<file path="src/rtl/wino_tile_scheduler.sv">
// ---------------------------------------------------------------------------
// wino_tile_scheduler
//   Walks a frame of 4x3 input tiles in raster order. For each tile it reads
//   three consecutive buffer rows, applies the row/column Winograd input
//   transform and presents the 12 transformed elements on a valid/ready port.
//
// Ports
//   clk, rst          rising-edge clock, synchronous active-high reset
//   start             begin a frame (sampled only while idle)
//   cfg_base          word address of the first tile row
//   cfg_stride        words between vertically adjacent rows
//   cfg_tiles_x/_y    tiles per row / number of tile rows
//   rd_en, rd_addr    buffer read strobe and address
//   rd_data           row word returned one cycle after rd_en (4 elements)
//   out_valid/ready   transformed tile handshake
//   out_data          12 transformed elements, element k at [k*DW +: DW]
//   out_tile_x/_y     coordinates of the presented tile
//   busy              high whenever the scheduler is not idle
//   done              one-cycle pulse when the frame completes
// ---------------------------------------------------------------------------
module wino_tile_scheduler #(
  parameter int DATA_WIDTH = 18,
  parameter int ADDR_WIDTH = 10
) (
  input  logic                      clk,
  input  logic                      rst,
  input  logic                      start,
  input  logic [ADDR_WIDTH-1:0]     cfg_base,
  input  logic [ADDR_WIDTH-1:0]     cfg_stride,
  input  logic [7:0]                cfg_tiles_x,
  input  logic [7:0]                cfg_tiles_y,
  output logic                      rd_en,
  output logic [ADDR_WIDTH-1:0]     rd_addr,
  input  logic [4*DATA_WIDTH-1:0]   rd_data,
  output logic                      out_valid,
  input  logic                      out_ready,
  output logic [12*DATA_WIDTH-1:0]  out_data,
  output logic [7:0]                out_tile_x,
  output logic [7:0]                out_tile_y,
  output logic                      busy,
  output logic                      done
);

  localparam int DW = DATA_WIDTH;

  typedef enum logic [2:0] {
    IDLE = 3'd0,
    RD0  = 3'd1,
    RD1  = 3'd2,
    RD2  = 3'd3,
    CAP  = 3'd4,
    OUT  = 3'd5,
    DONE = 3'd6
  } state_t;

  state_t                state;
  logic [ADDR_WIDTH-1:0] stride_q;
  logic [ADDR_WIDTH-1:0] row_addr;   // address of column 0 in the current tile row
  logic [7:0]            tiles_x_q;
  logic [7:0]            tiles_y_q;
  logic [7:0]            tx;
  logic [7:0]            ty;
  logic [4*DW-1:0]       row0_p1;
  logic [4*DW-1:0]       row1_p1;
  logic [12*DW-1:0]      tile_p2;
  logic                  last_col;
  logic                  last_tile;

  // Two's complement wrap: results are truncated to DW bits, never saturated.
  function automatic logic signed [DW-1:0] add_w(input logic signed [DW-1:0] a,
                                                 input logic signed [DW-1:0] b);
    return a + b;
  endfunction

  function automatic logic signed [DW-1:0] sub_w(input logic signed [DW-1:0] a,
                                                 input logic signed [DW-1:0] b);
    return a - b;
  endfunction

  function automatic logic [12*DW-1:0] wino_xform(input logic [4*DW-1:0] r0,
                                                  input logic [4*DW-1:0] r1,
                                                  input logic [4*DW-1:0] r2);
    logic signed [DW-1:0] t [3][4];
    logic [12*DW-1:0]     o;
    for (int j = 0; j < 4; j++) begin
      t[0][j] = add_w(r0[j*DW +: DW], r1[j*DW +: DW]);
      t[1][j] = sub_w(r1[j*DW +: DW], r0[j*DW +: DW]);
      t[2][j] = sub_w(r2[j*DW +: DW], r0[j*DW +: DW]);
    end
    for (int i = 0; i < 3; i++) begin
      o[(4*i+0)*DW +: DW] = sub_w(t[i][0], t[i][2]);
      o[(4*i+1)*DW +: DW] = add_w(t[i][1], t[i][2]);
      o[(4*i+2)*DW +: DW] = sub_w(t[i][2], t[i][1]);
      o[(4*i+3)*DW +: DW] = sub_w(t[i][1], t[i][3]);
    end
    return o;
  endfunction

  // ---- stage p2: row 2 arrives on rd_data during CAP and is used directly
  always_comb begin
    tile_p2 = wino_xform(row0_p1, row1_p1, rd_data);
  end

  assign last_col  = (tx == tiles_x_q - 8'd1);
  assign last_tile = last_col && (ty == tiles_y_q - 8'd1);

  // ---- stage p1: row capture registers (data only, no reset needed)
  always_ff @(posedge clk) begin
    if (state == RD1) row0_p1 <= rd_data;
    if (state == RD2) row1_p1 <= rd_data;
  end

  // ---- control FSM with registered outputs
  always_ff @(posedge clk) begin
    if (rst) begin
      state      <= IDLE;
      stride_q   <= '0;
      row_addr   <= '0;
      tiles_x_q  <= '0;
      tiles_y_q  <= '0;
      tx         <= '0;
      ty         <= '0;
      rd_en      <= 1'b0;
      rd_addr    <= '0;
      out_valid  <= 1'b0;
      out_data   <= '0;
      out_tile_x <= '0;
      out_tile_y <= '0;
      busy       <= 1'b0;
      done       <= 1'b0;
    end else begin
      rd_en <= 1'b0;
      done  <= 1'b0;
      case (state)
        IDLE: begin
          if (start) begin
            stride_q  <= cfg_stride;
            tiles_x_q <= cfg_tiles_x;
            tiles_y_q <= cfg_tiles_y;
            row_addr  <= cfg_base;
            tx        <= '0;
            ty        <= '0;
            busy      <= 1'b1;
            if (cfg_tiles_x == 8'd0 || cfg_tiles_y == 8'd0) begin
              state <= DONE;
              done  <= 1'b1;
            end else begin
              state   <= RD0;
              rd_en   <= 1'b1;
              rd_addr <= cfg_base;
            end
          end
        end
        RD0: begin
          state   <= RD1;
          rd_en   <= 1'b1;
          rd_addr <= rd_addr + stride_q;
        end
        RD1: begin
          state   <= RD2;
          rd_en   <= 1'b1;
          rd_addr <= rd_addr + stride_q;
        end
        RD2: begin
          state <= CAP;
        end
        CAP: begin
          state      <= OUT;
          out_valid  <= 1'b1;
          out_data   <= tile_p2;
          out_tile_x <= tx;
          out_tile_y <= ty;
        end
        OUT: begin
          if (out_ready) begin
            out_valid <= 1'b0;
            if (last_tile) begin
              state <= DONE;
              done  <= 1'b1;
            end else begin
              state <= RD0;
              rd_en <= 1'b1;
              if (last_col) begin
                tx       <= '0;
                ty       <= ty + 8'd1;
                row_addr <= row_addr + stride_q;
                rd_addr  <= row_addr + stride_q;
              end else begin
                tx      <= tx + 8'd1;
                rd_addr <= row_addr + ADDR_WIDTH'(tx + 8'd1);
              end
            end
          end
        end
        DONE: begin
          state <= IDLE;
          busy  <= 1'b0;
        end
        default: begin
          state <= IDLE;
          busy  <= 1'b0;
        end
      endcase
    end
  end

endmodule

</file>
<file path="config.mk">
export PLATFORM = sky130hd
export DESIGN_NAME = wino_tile_scheduler
export DESIGN_NICKNAME = d
export VERILOG_FILES = /design/src/rtl/wino_tile_scheduler.sv
export SDC_FILE = /design/constraint.sdc
export NUM_CORES = 1
export LEC_CHECK = 0
export CORE_ASPECT_RATIO = 0.7
export CORE_MARGIN = 3
export CORE_UTILIZATION = 60
export CTS_BUF_LIST = sky130_fd_sc_hd__clkbuf_8
export CTS_CLUSTER_DIAMETER = 30
export DETAILED_ROUTE_END_ITERATION = 12
export PLACE_DENSITY = 0.84
export SYNTH_ARGS = -nofsm -noshare
export SYNTH_HDL_FRONTEND = slang
export SYNTH_SLANG_ARGS = --single-unit
</file>
<file path="constraint.sdc">
create_clock -name clk -period 14.21 [get_ports clk]
set_input_delay 3.5525 -clock clk [delete_from_list [all_inputs] [get_ports clk]]
set_output_delay 3.5525 -clock clk [all_outputs]
set_load 0.05 [all_outputs]
</file>
* Yosys cells after proc, flatten, opt, wreduce, memory -nomap -nowiden
Cells that the tools add are included.
** Cells by class
- Equality and inequality tests :: 12
- Reduce and logical (&&, ||, !) cells :: 17
- Multiplexer cells :: 39
- $add $sub $neg :: 32
- Bitwise gates (word level) :: 1
** Operator list (count)
- $sub A18 B18 Y18 :: 17
- $add A18 B18 Y18 :: 7
- $mux W10 :: 9
- $mux W8 :: 7
- $pmux W8 S2 :: 2
- $pmux W10 S3 :: 1
- $add A10 B10 Y10 :: 2
- $pmux W10 S2 :: 1
- $pmux W3 S6 :: 1
- $add A8 B1 Y8 const B :: 2
- $eq A8 B8 Y1 :: 2
- $logic_not A8 Y1 :: 2
- $sub A8 B1 Y8 const B :: 2
- $mux W3 :: 4
- $add A10 B9 Y10 :: 1
- $mux W1 :: 10
- $ne A2 B2 Y1 const B :: 5
- $reduce_and A5 Y1 :: 2
- $add A8 B1 Y9 const B :: 1
- $reduce_and A2 Y1 :: 4
- $eq A3 B2 Y1 const B :: 2
- $eq A3 B3 Y1 const B :: 2
- $pmux W1 S2 :: 3
- $reduce_or A5 Y1 :: 1
- other kinds (10) :: 11
** Storage, ports and cells
- Logic and storage cells :: 118
- Register bits after elaboration :: 445
- Output and inout bits :: 246
- Input port bits :: 112

* Depth between registers and ports, before layout
Gate-level depths: netlist of the first run.
- Depth in word-level cells :: 6
- Depth in mapped cells :: 25
- Gate-level depth less buffers :: 24

* Least setup slack after synthesis of the first run
OpenSTA, ideal clock, no wires.
- Path kind :: input to register
- Start :: in rd_data[18]
- End :: reg out_data[215]
- Required time :: 14078 ps
- Arrival time :: 7896 ps
- Stages on the path :: 24
- Library setup time :: 132 ps
- Path slack :: 6182 ps
- Path buffers :: 0
- Cell sequence :: inv_1 -> ha_1 -> inv_1 -> fa_1 -> a21o_1 -> a21oi_1 -> o21bai_1 -> a21oi_1 -> o21bai_1 -> a21oi_1 -> o21bai_1 -> a21oi_1 -> xnor2_1 -> fa_1 -> ha_1 -> a21o_1 -> a21o_1 -> a21oi_1 -> o21ai_0 -> a211o_1 -> a21oi_1 -> xnor3_1 -> nand2_1 -> a21oi_1
** Between the ends
- Word-level cells in the longest chain between the ends :: 2
** RTL lines
- start: declaration :: line 34 : input logic [4*DATA_WIDTH-1:0] rd_data,
- $sub A18 B18 Y18 (2 in series) :: line 77 : return a - b;
- end signal: assignment :: line 170 : out_data <= tile_p2;
- end: declaration :: line 37 : output logic [12*DATA_WIDTH-1:0] out_data,
No other way between the ends.
A chain may end at the register's enable or synchronous reset.

* Worst setup path in the final report of the first run
- Start :: in rd_data[36]
- End :: reg out_data[161]
Same word-level chain as after synthesis.

==> results of run 1 <==
## power by group through the flow
| stage | clock network [W] | logic [W] | registers [W] |
|---|---|---|---|
| 5_1_grt | 0.00154 | 0.00236 | 0.00141 |
| 4_1_cts | 0.00148 | 0.00211 | 0.00140 |
| 3_5_place_dp | 0 | 0.00209 | 0.00143 |
| 3_3_place_gp | 0 | 0.00206 | 0.00143 |
| 6_report | 0.00146 | 0.00217 | 0.00140 |
| 2_1_floorplan | 0 | 0.00148 | 0.00148 |
## placed cells by master, fill, tap and decap left out, drive strengths merged, types with 17 or more instances in the layout
| cell | Yosys | final |
|---|---|---|
| dfxtp | 298 | 298 |
| nand2b | 35 | 35 |
| a31oi | 23 | 23 |
| edfxtp | 144 | 144 |
| xor2 | 78 | 78 |
| o211ai | 17 | 17 |
| o21a | 31 | 31 |
| nand2 | 415 | 415 |
| inv | 410 | 439 |
| clkbuf | 130 | 99 |
| nor2 | 287 | 287 |
| o21ai | 136 | 136 |
| nor3 | 65 | 65 |
| xnor2 | 241 | 241 |
| nor3b | 18 | 18 |
| o21bai | 60 | 60 |
| clkinv | 1 | 19 |
| or3 | 35 | 35 |
| fa | 117 | 117 |
| a21oi | 376 | 376 |
| a21o | 68 | 68 |
| and3 | 19 | 19 |
| ha | 342 | 342 |
| a211oi | 89 | 89 |
| nor2b | 44 | 44 |
| nand3 | 54 | 54 |
| clkdlybuf4s50 | 0 | 356 |
## logic make-up (layout without fill, tap and decap cells)
kind of cell / count (synthesis) / count (layout) / synth area share [%]
compound gates: 935 / 935 / 18.20
mux: 14 / 14 / 0.4331
other cells: 0 / 4 / 0
simple gates: 1045 / 1045 / 14.49
flops: 442 / 442 / 31.52
xor+xnor: 320 / 320 / 8.628
fa+ha+maj: 459 / 459 / 20.29
buf+inv: 553 / 944 / 6.444
## state kept, by name, summed over array words and instances, names as in the netlist, 8 cells and up
register	count
row0_p1	72
stride_q	10
ty	8
out_tile_x	8
row1_p1	72
row_addr	10
rd_addr	10
out_tile_y	8
tx	8
tiles_x_q	8
tiles_y_q	8
out_data	213
## final cells by class
type                       instances  area [µm²]
clock inverter                    63       641.9
multi-input combinational       2773       20270
clock buffer                      98        1349
inverter                         411        1543
timing repair buffer             372        3702
fill                            3871       14280
sequential                       442       10290
tap                              720       900.9
antenna                            4       10.01
## routing by layer
layer	wire length, µm	vias to the layer above	GRT usage [%]
li1	-	13560	-
met1	44310	13706	50.35
met2	39580	1356	46.63
met3	10810	169	8.086
met4	2433	20	8.186
met5	140	-	0
## through the flow
stage	util (%)	area [µm²]
global route	73.05	38710
detailed placement	69.27	36710
finish	73.05	38710
global placement	69.27	36710
CTS	73.03	38700
floorplan	-	32640
## worst paths after layout
| kind | slack [ps] | endpoint | depth (start not counted) |
|---|---|---|---|
| hold / removal | 450 | out_data[75] | 2 |
| setup / recovery | 5650 | out_data[161] | 25 |
| hold reg to reg | 450 | out_data[75] | 2 |
| setup reg to reg | 8560 | out_data[71] | 23 |
## critical path, delay by kind of cell
family / cells / cell delay, ps
xor+xnor: 2 / 810
compound gates: 13 / 2380
simple gates: 3 / 340
buf+inv: 3 / 640
fa+ha+maj: 4 / 1460
==> results.cfg, run 1 <==
[outcome]
status = finished, final reports clean

[yosys]
synth_top_cell_area_share_pct = 18.28
yosys_warnings = 0
yosys-top-cells-count = nand2_1 (415), inv_1 (408), a21oi_1 (376), ha_1 (342), dfxtp_1 (298)
synth.avg_cell_area_um2 = 8.663
syn-cell-area_um2 = 32640
netlist-cell-type-count = 79
yosysMostFrequentCell = nand2_1
yosysTopAreaCell = dfxtp_1
syn_nets = 4339
synthArstFlopShare_pct = 0
ys_seq_area_share_pct = 31.52
synthCells = 3768
yosys-top-cells-area = dfxtp_1 (18%), edfxtp_1 (13%), ha_1 (13%)
ys.flop_type = dfxtp_1
ys_ff_latch = 442
synth_edf_count = 144

[routing]
drt_iter0_drc = 3133
vias = 28811
ant_nets = 0
avgRoutedWirePerCell_um = 19.92
drtPass1Iterations = 6
wl_mm = 97.28
via_per_inst = 5.900
drc = 0

[global_route]
grt_pass1_vias = 26720
overflow = 0
grt_util_all_layers_pct = 33.02
antenna_found_initial = 14
grt_pass1_wl_mm = 148.8
grt_start_max_net_pins = 196

[power]
clockPowerShare_pct = 29.1
p_seq_share_pct = 27.9
power.total_w = 0.005037
p_per_area_nw_per_um2 = 130.1
switching_share_pct = 39.34
peakVddDrop_uv = 76.89
combPwrFrac_pct = 43.1
switching_power_w = 0.001981
leakagePower_nw = 16.03
p_int_w = 0.003056

[placed_design]
routabilityCongestion = 0.9776
placed_cells = 4718
io_buffers = 357
place_ws_ps = 5085
hpwl_mm = 75.59

[cts]
cts_tree = done
htreeDepth = 3
clk_path_buf_depth = 3
worstSkewPairLatency_ps = 710
cts_buffers = 87
clockRootBuffer = clkbuf_8
hold_buffers = 0
post_cts_buffers = 0
cts.repair.resized = 0
cts.sinks = 442
clkTransAtPathRegs_ps = 60

[floorplanning]
start_util_pct = 61.60
core-area_um2 = 52990
die_y_um = 201.1
die-area_um2 = 57280
row_count = 70
ios = 358
die_w_um = 284.8

[sta]
finalHoldViolations = 0
min_period_ps = 8563
setup_violations = 0
rsz0062_at_grt = false
tns_ps = 0
hold_ws_ps = 448.5
fin_skew_ps = 30.13
layout_setup_ws_ps = 5647
fmaxAchievable_mhz = 116.8
drv_slew = 0
worstMarginPinSlew_ps = 1295
slew_headroom_pct = 13.45
fin_crit_sh_pct = 60.26

[cells_and_area]
syn2layout_area_growth_pct = 18.58
instances_no_fill = 4883
final_nets = 4658
drive_gt1_share_pct = 4.785

[worst_setup_path]
worstSetupStartpointType = primary input
startpoint = rd_data[36]
critPathCaptureType = flop
r2r-start = row0_p1[18]
crit_slowest_cell = xnor2_1
path_max_fanout = 5
slowest_delay_ps = 660
setup.worst_path.class = primary input to flop
arrival_ps = 9180
critPathRequiredTime_ps = 14820

[worst_hold_path]
min_from = out_data[75]
hold_class = flop to flop

[run]
max-cap-violations = 0
(Power assumes the default switching activity.)
==> run 2, diff against run 1 <==
==> constraint.sdc (replaced) <==
create_clock -name clk -period 8.8 [get_ports clk]
set_input_delay 2.2 -clock clk [delete_from_list [all_inputs] [get_ports clk]]
set_output_delay 2.2 -clock clk [all_outputs]
set_load 0.05 [all_outputs]
==> run 2 against run 1 <==
Effect of this change: non-clock buffer count decreased by 1; via count fell by 0.43%; setup slack worse by 4100 ps; critical path depth is the same; hold slack better by 1.6 ps; critical path type unchanged; critical endpoint is now out_data[215].
==> results.cfg, run 2 (synthesis gave the netlist of run 1 again) <==
[global_route]
grt_pass1_vias = 27022
antenna_found_initial = 15
grt_util_all_layers_pct = 32.91
overflow = 0
grt_pass1_wl_mm = 148.6
grt_start_max_net_pins = 196

[sta]
finalHoldViolations = 0
setup_violations = 0
drv_slew = 0
tns_ps = 0
fin_skew_ps = 38.87
fin_crit_sh_pct = 81.86
fmaxAchievable_mhz = 138.8
hold_ws_ps = 450.1
slew_headroom_pct = 20.35
min_period_ps = 7204
rsz0062_at_grt = false
worstMarginPinSlew_ps = 1176

[cts]
cts_tree = done
hold_buffers = 0
post_cts_buffers = 0
clockRootBuffer = clkbuf_8
cts.sinks = 442
worstSkewPairLatency_ps = 690
clk_path_buf_depth = 3
htreeDepth = 3
clkTransAtPathRegs_ps = 60
cts_buffers = 90
cts.repair.resized = 0

[routing]
vias = 28686
wl_mm = 96.96
drtPass1Iterations = 6
met3_length_mm = 10.53
ant_nets = 0
wirelength_met1_mm = 44.28
via_per_inst = 5.870
highest_layer = met5
avgRoutedWirePerCell_um = 19.84
drc = 0
drt_iter0_drc = 3129
wl_met2_mm = 39.40

[worst_setup_path]
cp_num_buf_inv = 3
critPathRequiredTime_ps = 9330
setup.worst_path.class = primary input to flop
path_max_fanout = 6
worstSetupStartpointType = primary input
arrival_ps = 7730
critPathCaptureType = flop
crit_slowest_cell = fa_1
slowest_delay_ps = 490
cp_top_family = compound AO/OA/AOI/OAI gates
critPathMostFrequentCell = a21oi_1

[floorplanning]
row_count = 70
ios = 358
die-area_um2 = 57280
die_w_um = 284.8
core-area_um2 = 52990
die_y_um = 201.1
start_util_pct = 61.60

[cells_and_area]
final_cell_mix = inv_1 (426), nand2_1 (415), a21oi_1 (376), clkdlybuf4s50_1 (356), ha_1 (342)
largest-register = out_data
largest_reg_flops = 213
nFillCells = 3957
mostFrequentLayoutCell = inv_1
top_regs = out_data x213, row0_p1 x72, row1_p1 x72
final_nets = 4660
syn2layout_area_growth_pct = 18.21
drive_gt1_share_pct = 4.856

[placed_design]
hpwl_mm = 75.19
routabilityCongestion = 0.9663
io_buffers = 357

[outcome]
status = finished, final reports clean

[power]
leakagePower_nw = 15.97
p_per_area_nw_per_um2 = 206.8
power.total_w = 0.007978
peakVddDrop_uv = 111.2

[worst_hold_path]
hold_class = flop to flop

[run]
max-cap-violations = 0
-- run 2: worst paths after layout --
| check | start | end | slack, ps | cells past startpoint |
|---|---|---|---|---|
| setup / recovery | rd_data[18] | out_data[215] | 1600 | 25 |
| hold / removal | out_data[131] | out_data[131] | 450 | 2 |
| setup reg to reg | row0_p1[18] | out_data[71] | 3120 | 23 |
| hold reg to reg | out_data[131] | out_data[131] | 450 | 2 |
-- run 2: worst min-delay path: cells and delay by family (launching register included) --
kind,cells,cell delay (ps)
flip-flops,1,310
AND/OR/NAND/NOR,1,50
AO/OA/AOI/OAI,1,50
-- run 2: final cells by class --
| cell class | count | area (µm²) | area share, % |
|---|---|---|---|
| flip-flops and latches | 442 | 10290 | 26.67 |
| clock buffers | 99 | 1363 | 3.531 |
| well taps | 720 | 900.9 | 2.335 |
| inverters | 411 | 1543 | 3.998 |
| multi-input cells | 2773 | 20270 | 52.54 |
| repair buffers | 371 | 3707 | 9.608 |
| clock inverters | 64 | 493.0 | 1.278 |
| diodes | 7 | 17.52 | 0.04540 |
-- run 2: routing by layer --
layer	track usage (%)	vias up
li1	-	13555
met1	49.78	13633
met2	46.44	1294
met3	7.916	188
met4	9.398	16
met5	0	-
-- run 2: stage by stage --
stage               setup slack (ps)  utilization [%]  cells  cell area (µm²)
detailed placement             997.3            69.28   4717            36710
global route                    1310            72.81   4886            38580
finish                          1596            72.82   4887            38580
CTS                             1705            72.78   4880            38570
floorplan                       2095                -   3768            32640
global placement                1151            69.28   4717            36710
-- run 2: where the power goes --
group          switching (W)  internal [W]
Sequential         0.0000783       0.00219
Clock                0.00101       0.00119
Combinational        0.00214       0.00137
Total                0.00323       0.00475
